### src/rtl/pb_press_decoder_if.sv
// Button-to-decoder bundle: debounced level and edge pulses in, press events out.
interface pb_press_decoder_if;
  logic btn_state;
  logic btn_down;
  logic btn_up;
  logic short_press;
  logic long_press;
  logic repeat_tick;
  logic held;

  modport master (
    output btn_state, btn_down, btn_up,
    input  short_press, long_press, repeat_tick, held
  );

  modport slave (
    input  btn_state, btn_down, btn_up,
    output short_press, long_press, repeat_tick, held
  );
endinterface

### src/rtl/pb_press_decoder.sv
// Classifies debounced button presses into tap / long-press / auto-repeat pulses, all registered.
// Auto-repeat is built only when PB_PRESS_DECODER_REPEAT_EN is defined; otherwise repeat_tick is tied 0.
module pb_press_decoder #(
  parameter int LONG_CYCLES   = 50_000_000,
  parameter int REPEAT_CYCLES = 10_000_000,
  parameter int CNT_W         = 27
) (
  input  logic             clk,
  input  logic             rst,
  pb_press_decoder_if.slave bus
);

  typedef enum logic [1:0] {IDLE, PRESS, LONG} state_t;

  // The counter reads 0 in the first PRESS cycle, so the long decision is taken at
  // LONG_CYCLES-2 and its registered pulse lands LONG_CYCLES cycles after btn_down.
  localparam logic [CNT_W-1:0] LONG_LAST = CNT_W'(LONG_CYCLES - 2);

  state_t           state_q, state_d;
  logic [CNT_W-1:0] cnt_q, cnt_d;
  logic             short_q, short_d;
  logic             long_q, long_d;
  logic             held_q, held_d;

`ifdef PB_PRESS_DECODER_REPEAT_EN
  localparam logic [CNT_W-1:0] REP_LAST = CNT_W'(REPEAT_CYCLES - 1);
  logic rep_q, rep_d;
`endif

  always_comb begin
    state_d = state_q;
    cnt_d   = cnt_q;
    short_d = 1'b0;
    long_d  = 1'b0;
`ifdef PB_PRESS_DECODER_REPEAT_EN
    rep_d   = 1'b0;
`endif
    case (state_q)
      IDLE: begin
        if (bus.btn_down && !bus.btn_up) begin
          state_d = PRESS;
          cnt_d   = '0;
        end
      end
      PRESS: begin
        cnt_d = cnt_q + 1'b1;
        if (bus.btn_up) begin
          state_d = IDLE;
          cnt_d   = '0;
          short_d = 1'b1;
        end else if (!bus.btn_state) begin
          state_d = IDLE;
          cnt_d   = '0;
        end else if (cnt_q == LONG_LAST) begin
          state_d = LONG;
          cnt_d   = '0;
          long_d  = 1'b1;
        end
      end
      LONG: begin
        if (bus.btn_up || !bus.btn_state) begin
          state_d = IDLE;
          cnt_d   = '0;
        end else begin
`ifdef PB_PRESS_DECODER_REPEAT_EN
          if (cnt_q == REP_LAST) begin
            cnt_d = '0;
            rep_d = 1'b1;
          end else begin
            cnt_d = cnt_q + 1'b1;
          end
`else
          cnt_d = '0;
`endif
        end
      end
      default: begin
        state_d = IDLE;
        cnt_d   = '0;
      end
    endcase
    held_d = (state_d != IDLE);
  end

  always_ff @(posedge clk) begin
    if (rst) begin
      state_q <= IDLE;
      cnt_q   <= '0;
      short_q <= 1'b0;
      long_q  <= 1'b0;
      held_q  <= 1'b0;
    end else begin
      state_q <= state_d;
      cnt_q   <= cnt_d;
      short_q <= short_d;
      long_q  <= long_d;
      held_q  <= held_d;
    end
  end

`ifdef PB_PRESS_DECODER_REPEAT_EN
  always_ff @(posedge clk) begin
    if (rst) rep_q <= 1'b0;
    else     rep_q <= rep_d;
  end
  assign bus.repeat_tick = rep_q;
`else
  assign bus.repeat_tick = 1'b0;
`endif

  assign bus.short_press = short_q;
  assign bus.long_press  = long_q;
  assign bus.held        = held_q;

endmodule

### src/flat_wrapper.sv
// flat-port wrapper written by rule: the top's interface ports become plain ports
module pb_press_decoder_flat 
#(
  parameter int LONG_CYCLES   = 50_000_000,
  parameter int REPEAT_CYCLES = 10_000_000,
  parameter int CNT_W         = 27
)
  (clk, rst, bus_btn_state, bus_btn_down, bus_btn_up, bus_short_press, bus_long_press, bus_repeat_tick, bus_held);
  pb_press_decoder_if bus_i ();
  input  logic clk;
  input  logic rst;
  input wire logic [$bits(bus_i.btn_state)-1:0] bus_btn_state;
  input wire logic [$bits(bus_i.btn_down)-1:0] bus_btn_down;
  input wire logic [$bits(bus_i.btn_up)-1:0] bus_btn_up;
  output wire logic [$bits(bus_i.short_press)-1:0] bus_short_press;
  output wire logic [$bits(bus_i.long_press)-1:0] bus_long_press;
  output wire logic [$bits(bus_i.repeat_tick)-1:0] bus_repeat_tick;
  output wire logic [$bits(bus_i.held)-1:0] bus_held;
  assign bus_i.btn_state = bus_btn_state;
  assign bus_i.btn_down = bus_btn_down;
  assign bus_i.btn_up = bus_btn_up;
  assign bus_short_press = bus_i.short_press;
  assign bus_long_press = bus_i.long_press;
  assign bus_repeat_tick = bus_i.repeat_tick;
  assign bus_held = bus_i.held;
  pb_press_decoder #(.LONG_CYCLES(LONG_CYCLES), .REPEAT_CYCLES(REPEAT_CYCLES), .CNT_W(CNT_W)) u_core (.clk(clk), .rst(rst), .bus(bus_i));
endmodule
### config.mk
export PLATFORM = sky130hd
export DESIGN_NAME = pb_press_decoder_flat
export DESIGN_NICKNAME = d
export VERILOG_FILES = /design/src/rtl/pb_press_decoder_if.sv /design/src/rtl/pb_press_decoder.sv /design/src/flat_wrapper.sv
export SDC_FILE = /design/constraint.sdc
export NUM_CORES = 1
export LEC_CHECK = 0
export BUFFER_PORTS_ARGS = -buffer_cell sky130_fd_sc_hd__buf_2
export CAP_MARGIN = 20
export CORE_MARGIN = 3
export CORE_UTILIZATION = 60
export CTS_CLUSTER_DIAMETER = 120
export DETAILED_ROUTE_END_ITERATION = 7
export PLACE_DENSITY = 0.78
export SYNTH_ARGS = -nofsm -noshare
export SYNTH_HDL_FRONTEND = slang
export SYNTH_SLANG_ARGS = --single-unit
### constraint.sdc
create_clock -name clk -period 2.5 [get_ports clk]
set_input_delay 0.125 -clock clk [delete_from_list [all_inputs] [get_ports clk]]
set_output_delay 0.125 -clock clk [all_outputs]
set_load 0.05 [all_outputs]
==> flow_summary.ini, run 1 <==
[run_status]
status = finished clean

[clock_network]
cts_root_buf = clkbuf_4
ctsHoldBuffers = 0
cts.path.max_buffers = 2
cts_buffers = 5
post_cts_buffers = 0
cts_tree = yes
cts_resized = 0
clock_latency_ns = 0.34
clk_pin_slew_worst_paths_ns = 0.09
cts_num_sinks = 32
cts_max_level = 2

[timing]
tightest_slew_ns = 0.600
finalMaxSlewViolations = 0
relSlewSlack = 0.596
rsz0062_at_grt = no
setup_ws_ns = 0.335
whs_ns = 0.0261
hold_viol = 0
min_period_ns = 2.17
setup_viol = 0
clock.fmax_mhz = 462
setup-tns-final_ns = 0
fin_skew_ns = 0.00496
finalCritPeriodShare = 0.866

[logic_synthesis]
syn_avg_cell_area_um2 = 8.09
ys_top_cells_by_count = dfxtp_1, a31oi_1, nand2_1, nand3_1
netlist_instances = 213
syn_area_um2 = 1720
synthFlopType = dfxtp_1
synth_area_leaders = dfxtp_1, a31oi_1, nand3_1, nand2_1, xor2_1
ys_ff_latch = 32
synth_most_common_cell = dfxtp_1
yosysSeqAreaShare = 0.372
yosys_warnings = 0
async_flop_share = 0
synth_nets = 220
netlist.area_leader.share = 0.372
ys_types = 46
synth_edf_count = 0
yosysTopAreaCell = dfxtp_1

[placed_design]
portBuffers = 7
dpl_worst_slack_ns = 0.338
hpwlAfterDp_um = 2980
placed_cell_area_um2 = 1770
gp_congestion = 0.915

[final_layout]
n_antenna_cell = 0
nNetsFinal = 225
final_util = 0.700
final_area_um2 = 1830
area_growth_pct = 6.10
drive_gt1_frac = 0.105
fill_cells = 228

[global_route]
antenna_found_initial = 0
track_usage = 0.271
grt_overflow = 0
grt_pass1_wl_um = 7270
grt_max_degree = 29
grt_pass1_vias = 1546

[routing]
vias = 1691
drt_iter0_drc = 95
drc = 0
ant_nets = 0
via_per_inst = 6.79
drtPass1Iterations = 4
drt_wl_total_um = 4160
wl_per_cell_um = 16.7

[pwr]
comb_power_share = 0.059
clock_power_share = 0.353
p_leak_nw = 0.595
switchingPower_mw = 0.209
vdd_drop_max_mv = 0.472
seqPwrFrac = 0.588
p_sw_frac = 0.240
p_int_mw = 0.664
powerDensity_nw_per_um2 = 477

[hold_path]
hp-class = input pin to flop

[critical_path]
cp.arrival_ns = 2.39
endpoint_kind = flop
setup.worst_path.start_class = flop
cp_data_required_time_ns = 2.72
cp_max_fo = 18
critPathKind = flop to flop

[floorplanning]
die_w_um = 59.6
dieArea_um2 = 3550
initial_core_util = 0.660
fp-row-count = 18
die_h_um = 59.6
core_area_um2 = 2610
ios = 9

[run]
cap_viol_max_count = 0
cell families after synthesis:
kind of cell             count (synthesis)  share of synthesized area
AO/OA/AOI/OAI                           43                      0.161
XOR/XNOR                                 9                     0.0457
adder cells (fa/ha/maj)                  2                     0.0145
buffers and inverters                   20                     0.0479
flip-flops                              32                      0.372
multiplexers                             1                    0.00581
other                                    1                    0.00217
AND/OR/NAND/NOR                        105                      0.351
cells in the final DEF, fill, tap and decap left out, types with 2 or more instances in the layout:
| cell type | count |
|---|---|
| nor3_1 | 12 |
| nand3_1 | 15 |
| nor2_1 | 12 |
| clkbuf_4 | 5 |
| a31oi_1 | 23 |
| o21ai_1 | 2 |
| xor2_1 | 8 |
| inv_1 | 7 |
| buf_4 | 4 |
| a21oi_1 | 3 |
| clkbuf_1 | 2 |
| nand4_1 | 11 |
| and2_1 | 2 |
| ha_1 | 2 |
| o21ai_0 | 3 |
| nor3_2 | 2 |
| nand3b_1 | 9 |
| nand4_2 | 2 |
| and3_1 | 2 |
| or4_1 | 2 |
| buf_2 | 7 |
| o22ai_1 | 2 |
| nand2b_1 | 3 |
| dfxtp_1 | 32 |
| nand2_1 | 19 |
| a32oi_1 | 2 |
| nor4_1 | 6 |
sequential cells by signal (all words and copies together), names as in the netlist:
| name | count |
|---|---|
| u_core.bus.held | 1 |
| u_core.state_q | 2 |
| u_core.bus.long_press | 1 |
| u_core.cnt_q | 27 |
| u_core.bus.short_press | 1 |
through the flow:
| stage | power (mW) | cells |
|---|---|---|
| 4_1_cts | 0.877 | 249 |
| 3_3_place_gp | 0.574 | 241 |
| 2_1_floorplan | 0.561 | 213 |
| 6_report | 0.873 | 249 |
| 3_5_place_dp | 0.576 | 241 |
| 5_1_grt | 0.914 | 249 |
critical path, cell delays in order, from the launching register on:
cell and delay, ns:
dfxtp_1 0.36, inv_1 0.09, ha_1 0.14, or4bb_1 0.48
nor3_2 0.18, nand4_2 0.20, buf_4 0.26, a32oi_1 0.22
o41ai_1 0.10
power by group through the flow:
stage	clock network, mW	registers [mW]	logic, mW
after CTS	0.313	0.513	0.0511
after global routing	0.345	0.514	0.0560
final	0.308	0.513	0.0515
after detailed placement	0	0.525	0.0509
after floorplan	0	0.528	0.0321
after global placement	0	0.525	0.0493
per-layer routing:
metal | GRT usage | routed length, um
met1 | 0.356 | 1810
met2 | 0.417 | 1930
met3 | 0.0915 | 337
met4 | 0.0886 | 90
met5 | 0 | 0
area by class of cell:
type                    instances  area [um2]  share of cell area
multi-input cells             161        1000               0.547
flip-flops and latches         32         641               0.350
repair buffers                 11        65.1              0.0356
clock buffers                   8        58.8              0.0321
well taps                      30        37.5              0.0205
inverters                       7        26.3              0.0144
path summary, 6_finish.rpt:
check | startpoint | end | slack (ns) | cells past startpoint
worst max-delay path | u_core.cnt_q[0] | u_core.cnt_q[10] | 0.33 | 8
worst min-delay path | bus_btn_state | u_core.state_q[1] | 0.03 | 3
worst max register to register | u_core.cnt_q[0] | u_core.cnt_q[10] | 0.33 | 8
worst min register to register | u_core.cnt_q[26] | u_core.cnt_q[26] | 0.47 | 2
Note: power is estimated with default switching activity, not from simulation.
==> run 2, diff against run 1 <==
--- a/config.mk
+++ b/config.mk
@@ -5,13 +5,15 @@
 export SDC_FILE = /design/constraint.sdc
 export NUM_CORES = 1
 export LEC_CHECK = 0
+export ABC_AREA = 1
 export BUFFER_PORTS_ARGS = -buffer_cell sky130_fd_sc_hd__buf_2
 export CAP_MARGIN = 20
 export CORE_MARGIN = 3
-export CORE_UTILIZATION = 60
+export CORE_UTILIZATION = 61
 export CTS_CLUSTER_DIAMETER = 120
 export DETAILED_ROUTE_END_ITERATION = 7
-export PLACE_DENSITY = 0.78
+export PLACE_DENSITY = 0.79
+export RECOVER_POWER = 50
 export SYNTH_ARGS = -nofsm -noshare
 export SYNTH_HDL_FRONTEND = slang
 export SYNTH_SLANG_ARGS = --single-unit
==> run 2 against run 1 <==
Via count increased by 9.3%. Clock power increased by 47%. Core utilization decreased by 1.6 points. Clock-buffer cell count decreased by 1. Hold slack improved by 0.017 ns. Sequential share of layout area decreased by 5.1 points.
==> flow_summary.ini, run 2 <==
[run_status]
status = finished clean

[global_route]
grt_pass1_vias = 1788
track_usage = 0.241
grt_pass1_wl_um = 7840
grt_overflow = 0
antenna_found_initial = 0
grt_max_degree = 17

[final_layout]
final_area_um2 = 2140
layout_commonest_cell = nand2_1
register_area_um2 = 641
fill_cells = 291
largestRegisters = u_core.cnt_q (27), u_core.state_q (2)
mostFrequentLayoutCells = nand2_1, inv_1, dfxtp_1
nNetsFinal = 314
n_antenna_cell = 0
multi_input_area_um2 = 1150
largest_register_ffs = 27
area_growth_pct = 5.10
largest-register = u_core.cnt_q
stdcell_count = 352
drive_gt1_frac = 0.188

[logic_synthesis]
synthFlopType = dfxtp_1
ys_ff_latch = 32
synth_area_leaders = dfxtp_1, nand2_1, inv_1, nand3_1, nor2_1
syn_avg_cell_area_um2 = 6.84
ys_top_cells_by_count = nand2_1, inv_1, dfxtp_1, nor2_1, nand3_1
synth_nets = 305
ys_types = 33
async_flop_share = 0
yosysTopAreaCell = dfxtp_1
synth_edf_count = 0
syn_area_um2 = 2040
netlist_instances = 298
yosys_warnings = 0
netlist.area_leader.share = 0.314
yosysSeqAreaShare = 0.314
synth_most_common_cell = nand2_1

[placed_design]
placed_cell_area_um2 = 2100
hpwlAfterDp_um = 3240
portBuffers = 7
gp_congestion = 0.944
dp.cells = 344

[critical_path]
cp_max_fo = 15
cp.arrival_ns = 2.23
critPathKind = flop to flop
endpoint_kind = flop
setup.worst_path.start_class = flop
cp_data_required_time_ns = 2.78

[pwr]
vdd_drop_max_mv = 0.391
p_leak_nw = 0.832
powerDensity_nw_per_um2 = 479

[routing]
ant_nets = 0
drc = 0
vias = 1848
via_per_inst = 5.25
wl_per_cell_um = 12.3
drt_wl_total_um = 4320
drt_iter0_drc = 126
drtPass1Iterations = 5

[floorplanning]
dieArea_um2 = 4070
fp-row-count = 20
core_area_um2 = 3130
initial_core_util = 0.651
die_h_um = 63.8
die_w_um = 63.8
ios = 9

[timing]
clock.fmax_mhz = 511
relSlewSlack = 0.483
min_period_ns = 1.96
tightest_slew_ns = 0.775
setup-tns-final_ns = 0
rsz0062_at_grt = no
hold_viol = 0
fin_skew_ns = 0.0125
setup_viol = 0
finalMaxSlewViolations = 0
finalCritPeriodShare = 0.782

[hold_path]
hp-class = input pin to flop

[run]
cap_viol_max_count = 0

[clock_network]
ctsHoldBuffers = 0
cts_max_level = 2
cts_num_sinks = 32
post_cts_buffers = 0
cts_root_buf = clkbuf_4
cts_tree = yes
clock_latency_ns = 0.34
cts_resized = 0
cts.path.max_buffers = 2
clk_pin_slew_worst_paths_ns = 0.11
cts_buffers = 5
==> run 2: worst paths after layout <==
| kind | depth (start not counted) | from | slack (ns) | end |
|---|---|---|---|---|
| max | 9 | u_core.cnt_q[0] | 0.54 | u_core.cnt_q[8] |
| min | 3 | bus_btn_state | 0.04 | u_core.bus.long_press |
| max reg2reg | 9 | u_core.cnt_q[0] | 0.54 | u_core.cnt_q[8] |
| min reg2reg | 2 | u_core.cnt_q[26] | 0.51 | u_core.cnt_q[26] |
==> run 2: worst max-delay path, stage by stage, from the launching register on <==
cell	delay (ns)
dfxtp_1	0.37
inv_1	0.08
ha_1	0.20
nand2_1	0.06
nor2_1	0.05
nand2_2	0.05
nor2_1	0.08
a21oi_2	0.63
o21ai_0	0.20
a21oi_1	0.16
==> run 2: routing by layer <==
metal | up-vias | track usage | routed length (um)
li1 | 957 | - | -
met1 | 839 | 0.321 | 2040
met2 | 40 | 0.386 | 2000
met3 | 12 | 0.0369 | 187
met4 | 0 | 0.102 | 87
met5 | - | 0 | 0
==> run 2: report_power, final <==
part	switching (mW)	internal, mW
clock network	0.187	0.265
logic	0.0476	0.0126
registers	0.00116	0.512
total	0.236	0.790
==> run 2: final cells by class <==
type / count / area share
Multi-Input combinational cell: 216 / 0.535
Tap cell: 44 / 0.0257
Timing Repair Buffer: 8 / 0.0181
Inverter: 44 / 0.0771
Clock buffer: 7 / 0.0304
Clock inverter: 1 / 0.0140
Sequential cell: 32 / 0.299
==> run 2: per-stage QoR <==
| stage | total power [mW] | utilization | setup slack (ns) | hold slack (ns) |
|---|---|---|---|---|
| floorplan | 0.576 | - | 1.12 | 0.280 |
| global placement | 0.589 | 0.671 | 0.905 | 0.399 |
| detailed placement | 0.590 | 0.671 | 0.859 | 0.411 |
| CTS | 1.03 | 0.701 | 0.826 | 0.0447 |
| global route | 1.06 | 0.684 | 0.305 | 0.0665 |
| finish | 1.03 | 0.684 | 0.544 | 0.0435 |
==> run 2: logic make-up (layout without fill, tap and decap cells) <==
group,after synthesis,after routing,share of synthesized area
AND/OR/NAND/NOR,175,175,0.442
XOR/XNOR,8,8,0.0344
other,1,1,0.00184
adder cells (fa/ha/maj),2,2,0.0123
AO/OA/AOI/OAI,30,30,0.0958
buffers and inverters,50,60,0.0989
flip-flops,32,32,0.314
==> run 3, diff against run 2 <==
--- a/config.mk
+++ b/config.mk
@@ -5,14 +5,14 @@
 export SDC_FILE = /design/constraint.sdc
 export NUM_CORES = 1
 export LEC_CHECK = 0
-export ABC_AREA = 1
+export ABC_AREA = 0
 export BUFFER_PORTS_ARGS = -buffer_cell sky130_fd_sc_hd__buf_2
 export CAP_MARGIN = 20
 export CORE_MARGIN = 3
-export CORE_UTILIZATION = 61
+export CORE_UTILIZATION = 54
 export CTS_CLUSTER_DIAMETER = 120
 export DETAILED_ROUTE_END_ITERATION = 7
-export PLACE_DENSITY = 0.79
+export PLACE_DENSITY = 0.75
 export RECOVER_POWER = 50
 export SYNTH_ARGS = -nofsm -noshare
 export SYNTH_HDL_FRONTEND = slang
==> constraint.sdc (replaced) <==
create_clock -name clk -period 1.6 [get_ports clk]
set_input_delay 0.08 -clock clk [delete_from_list [all_inputs] [get_ports clk]]
set_output_delay 0.08 -clock clk [all_outputs]
set_load 0.05 [all_outputs]
==> run 3 against run 2 <==
The flow now finishes with violations (negative setup slack). Clock-buffer cell count unchanged. Sequential share of layout area down 4.1 points. Die area down 4.0%. Setup slack worse by 1.1 ns. Highest routed layer unchanged.
==> flow_summary.ini, run 3 (synthesis results as in run 1) <==
[timing]
finalMaxSlewViolations = 0
clock.fmax_mhz = 470
setup_ws_ns = -0.527
tightest_slew_ns = 0.587
min_period_ns = 2.13
hold_viol = 0
relSlewSlack = 0.610
rsz0062_at_grt = yes
setup_viol = 30
finalCritPeriodShare = 1.33
fin_skew_ns = 0.0105

[floorplanning]
ios = 9
initial_core_util = 0.594
die_h_um = 62.5
core_area_um2 = 2900
dieArea_um2 = 3910
die_w_um = 62.5
fp-row-count = 19

[routing]
drtPass1Iterations = 7
via_per_inst = 6.78
vias = 2177
wl_per_cell_um = 20.1
drc = 0
ant_nets = 0
drt_iter0_drc = 295
drt_wl_total_um = 6440

[final_layout]
layout_commonest_cell = buf_4
area_growth_pct = 45.1
largest-register = u_core.cnt_q
stdcell_count = 321
mostFrequentLayoutCells = buf_4, dfxtp_1, a31oi_1
final_util = 0.862
largest_register_ffs = 27
drive_gt1_frac = 0.380
n_antenna_cell = 0
largestRegisters = u_core.cnt_q (27), u_core.state_q (2)
nNetsFinal = 286

[hold_path]
worstHoldPathCells = 2
hp-class = input pin to flop

[placed_design]
portBuffers = 7
dp.cells = 304
hpwlAfterDp_um = 3870
dpl_worst_slack_ns = -0.429
gp_congestion = 0.974

[run_status]
violations = negative setup slack
status = finished with violations

[global_route]
grt_max_degree = 23
grt_pass1_vias = 2103
antenna_found_initial = 0
grt_pass1_wl_um = 10100
track_usage = 0.325
grt_overflow = 0

[critical_path]
cp.arrival_ns = 2.36
cp_max_fo = 7
cp_data_required_time_ns = 1.83
setup.worst_path.start_class = flop
critPathKind = flop to flop
endpoint_kind = flop
ff2ff_path_depth = 9

[clock_network]
cts_max_level = 2
cts_tree = yes
cts_buffers = 5
clk_pin_slew_worst_paths_ns = 0.11
cts_root_buf = clkbuf_4
cts.path.max_buffers = 2
clock_latency_ns = 0.34
cts_num_sinks = 32

[run]
cap_viol_max_count = 0

[pwr]
p_leak_nw = 0.956
vdd_drop_max_mv = 0.471
powerDensity_nw_per_um2 = 583
[run 3: critical path, cell delays in order (launching register included)]
cell     delay (ns)
dfxtp_2        0.34
inv_2          0.07
ha_4           0.12
or4bb_4        0.47
nor3_4         0.25
nand4_4        0.21
buf_6          0.20
a21oi_4        0.16
buf_6          0.15
nor3_2         0.05
[run 3: cell type report]
cell class              count  area (um2)
clock buffers               7        65.1
fillers                   161         399
inverters                   7        26.3
multi-input cells         161        1170
flip-flops and latches     32         646
well taps                  42        52.6
repair buffers             72         543
[run 3: stage by stage]
stage	hold WS, ns	cell area, um2	TNS, ns	power, mW
3_3_place_gp	0.325	2190	-8.72	0.910
2_1_floorplan	0.158	1760	-6.25	0.877
5_1_grt	0.0141	2500	-15.19	1.51
6_report	0.0150	2500	-13.54	1.46
3_5_place_dp	0.329	2190	-10.81	0.914
4_1_cts	0.0123	2440	-9.32	1.44
[run 3: worst paths after layout]
kind	startpoint	end	slack, ns
setup / recovery	u_core.cnt_q[0]	u_core.cnt_q[9]	-0.53
hold reg to reg	u_core.cnt_q[26]	u_core.cnt_q[26]	0.51
setup reg to reg	u_core.cnt_q[0]	u_core.cnt_q[9]	-0.53
hold / removal	rst	u_core.cnt_q[14]	0.02
[run 3: timing repair]
action / in CTS / in global routing
hold endpoints to repair: 2 / 0
cloned: 1 / 0
pin swaps: 15 / 3
buffers inserted: 6 / 2
endpoints found under the setup margin: 30 / 30
hold buffers: 2 / 0
resized for setup: 25 / 8
[run 3: where the power goes]
group	leakage, nW	total [mW]	switching (mW)	internal (mW)
registers	0.259	0.801	0.00285	0.798
logic	0.659	0.120	0.0779	0.0421
clock network	0.0374	0.538	0.289	0.249
[run 3: layer usage]
| layer | global-route usage | share of wire | up-vias |
|---|---|---|---|
| met3 | 0.0917 | 0.11 | 40 |
| met4 | 0.154 | 0.048 | 0 |
| met2 | 0.534 | 0.46 | 193 |
| met1 | 0.389 | 0.38 | 1014 |
| met5 | 0 | 0 | - |
| li1 | - | - | 930 |
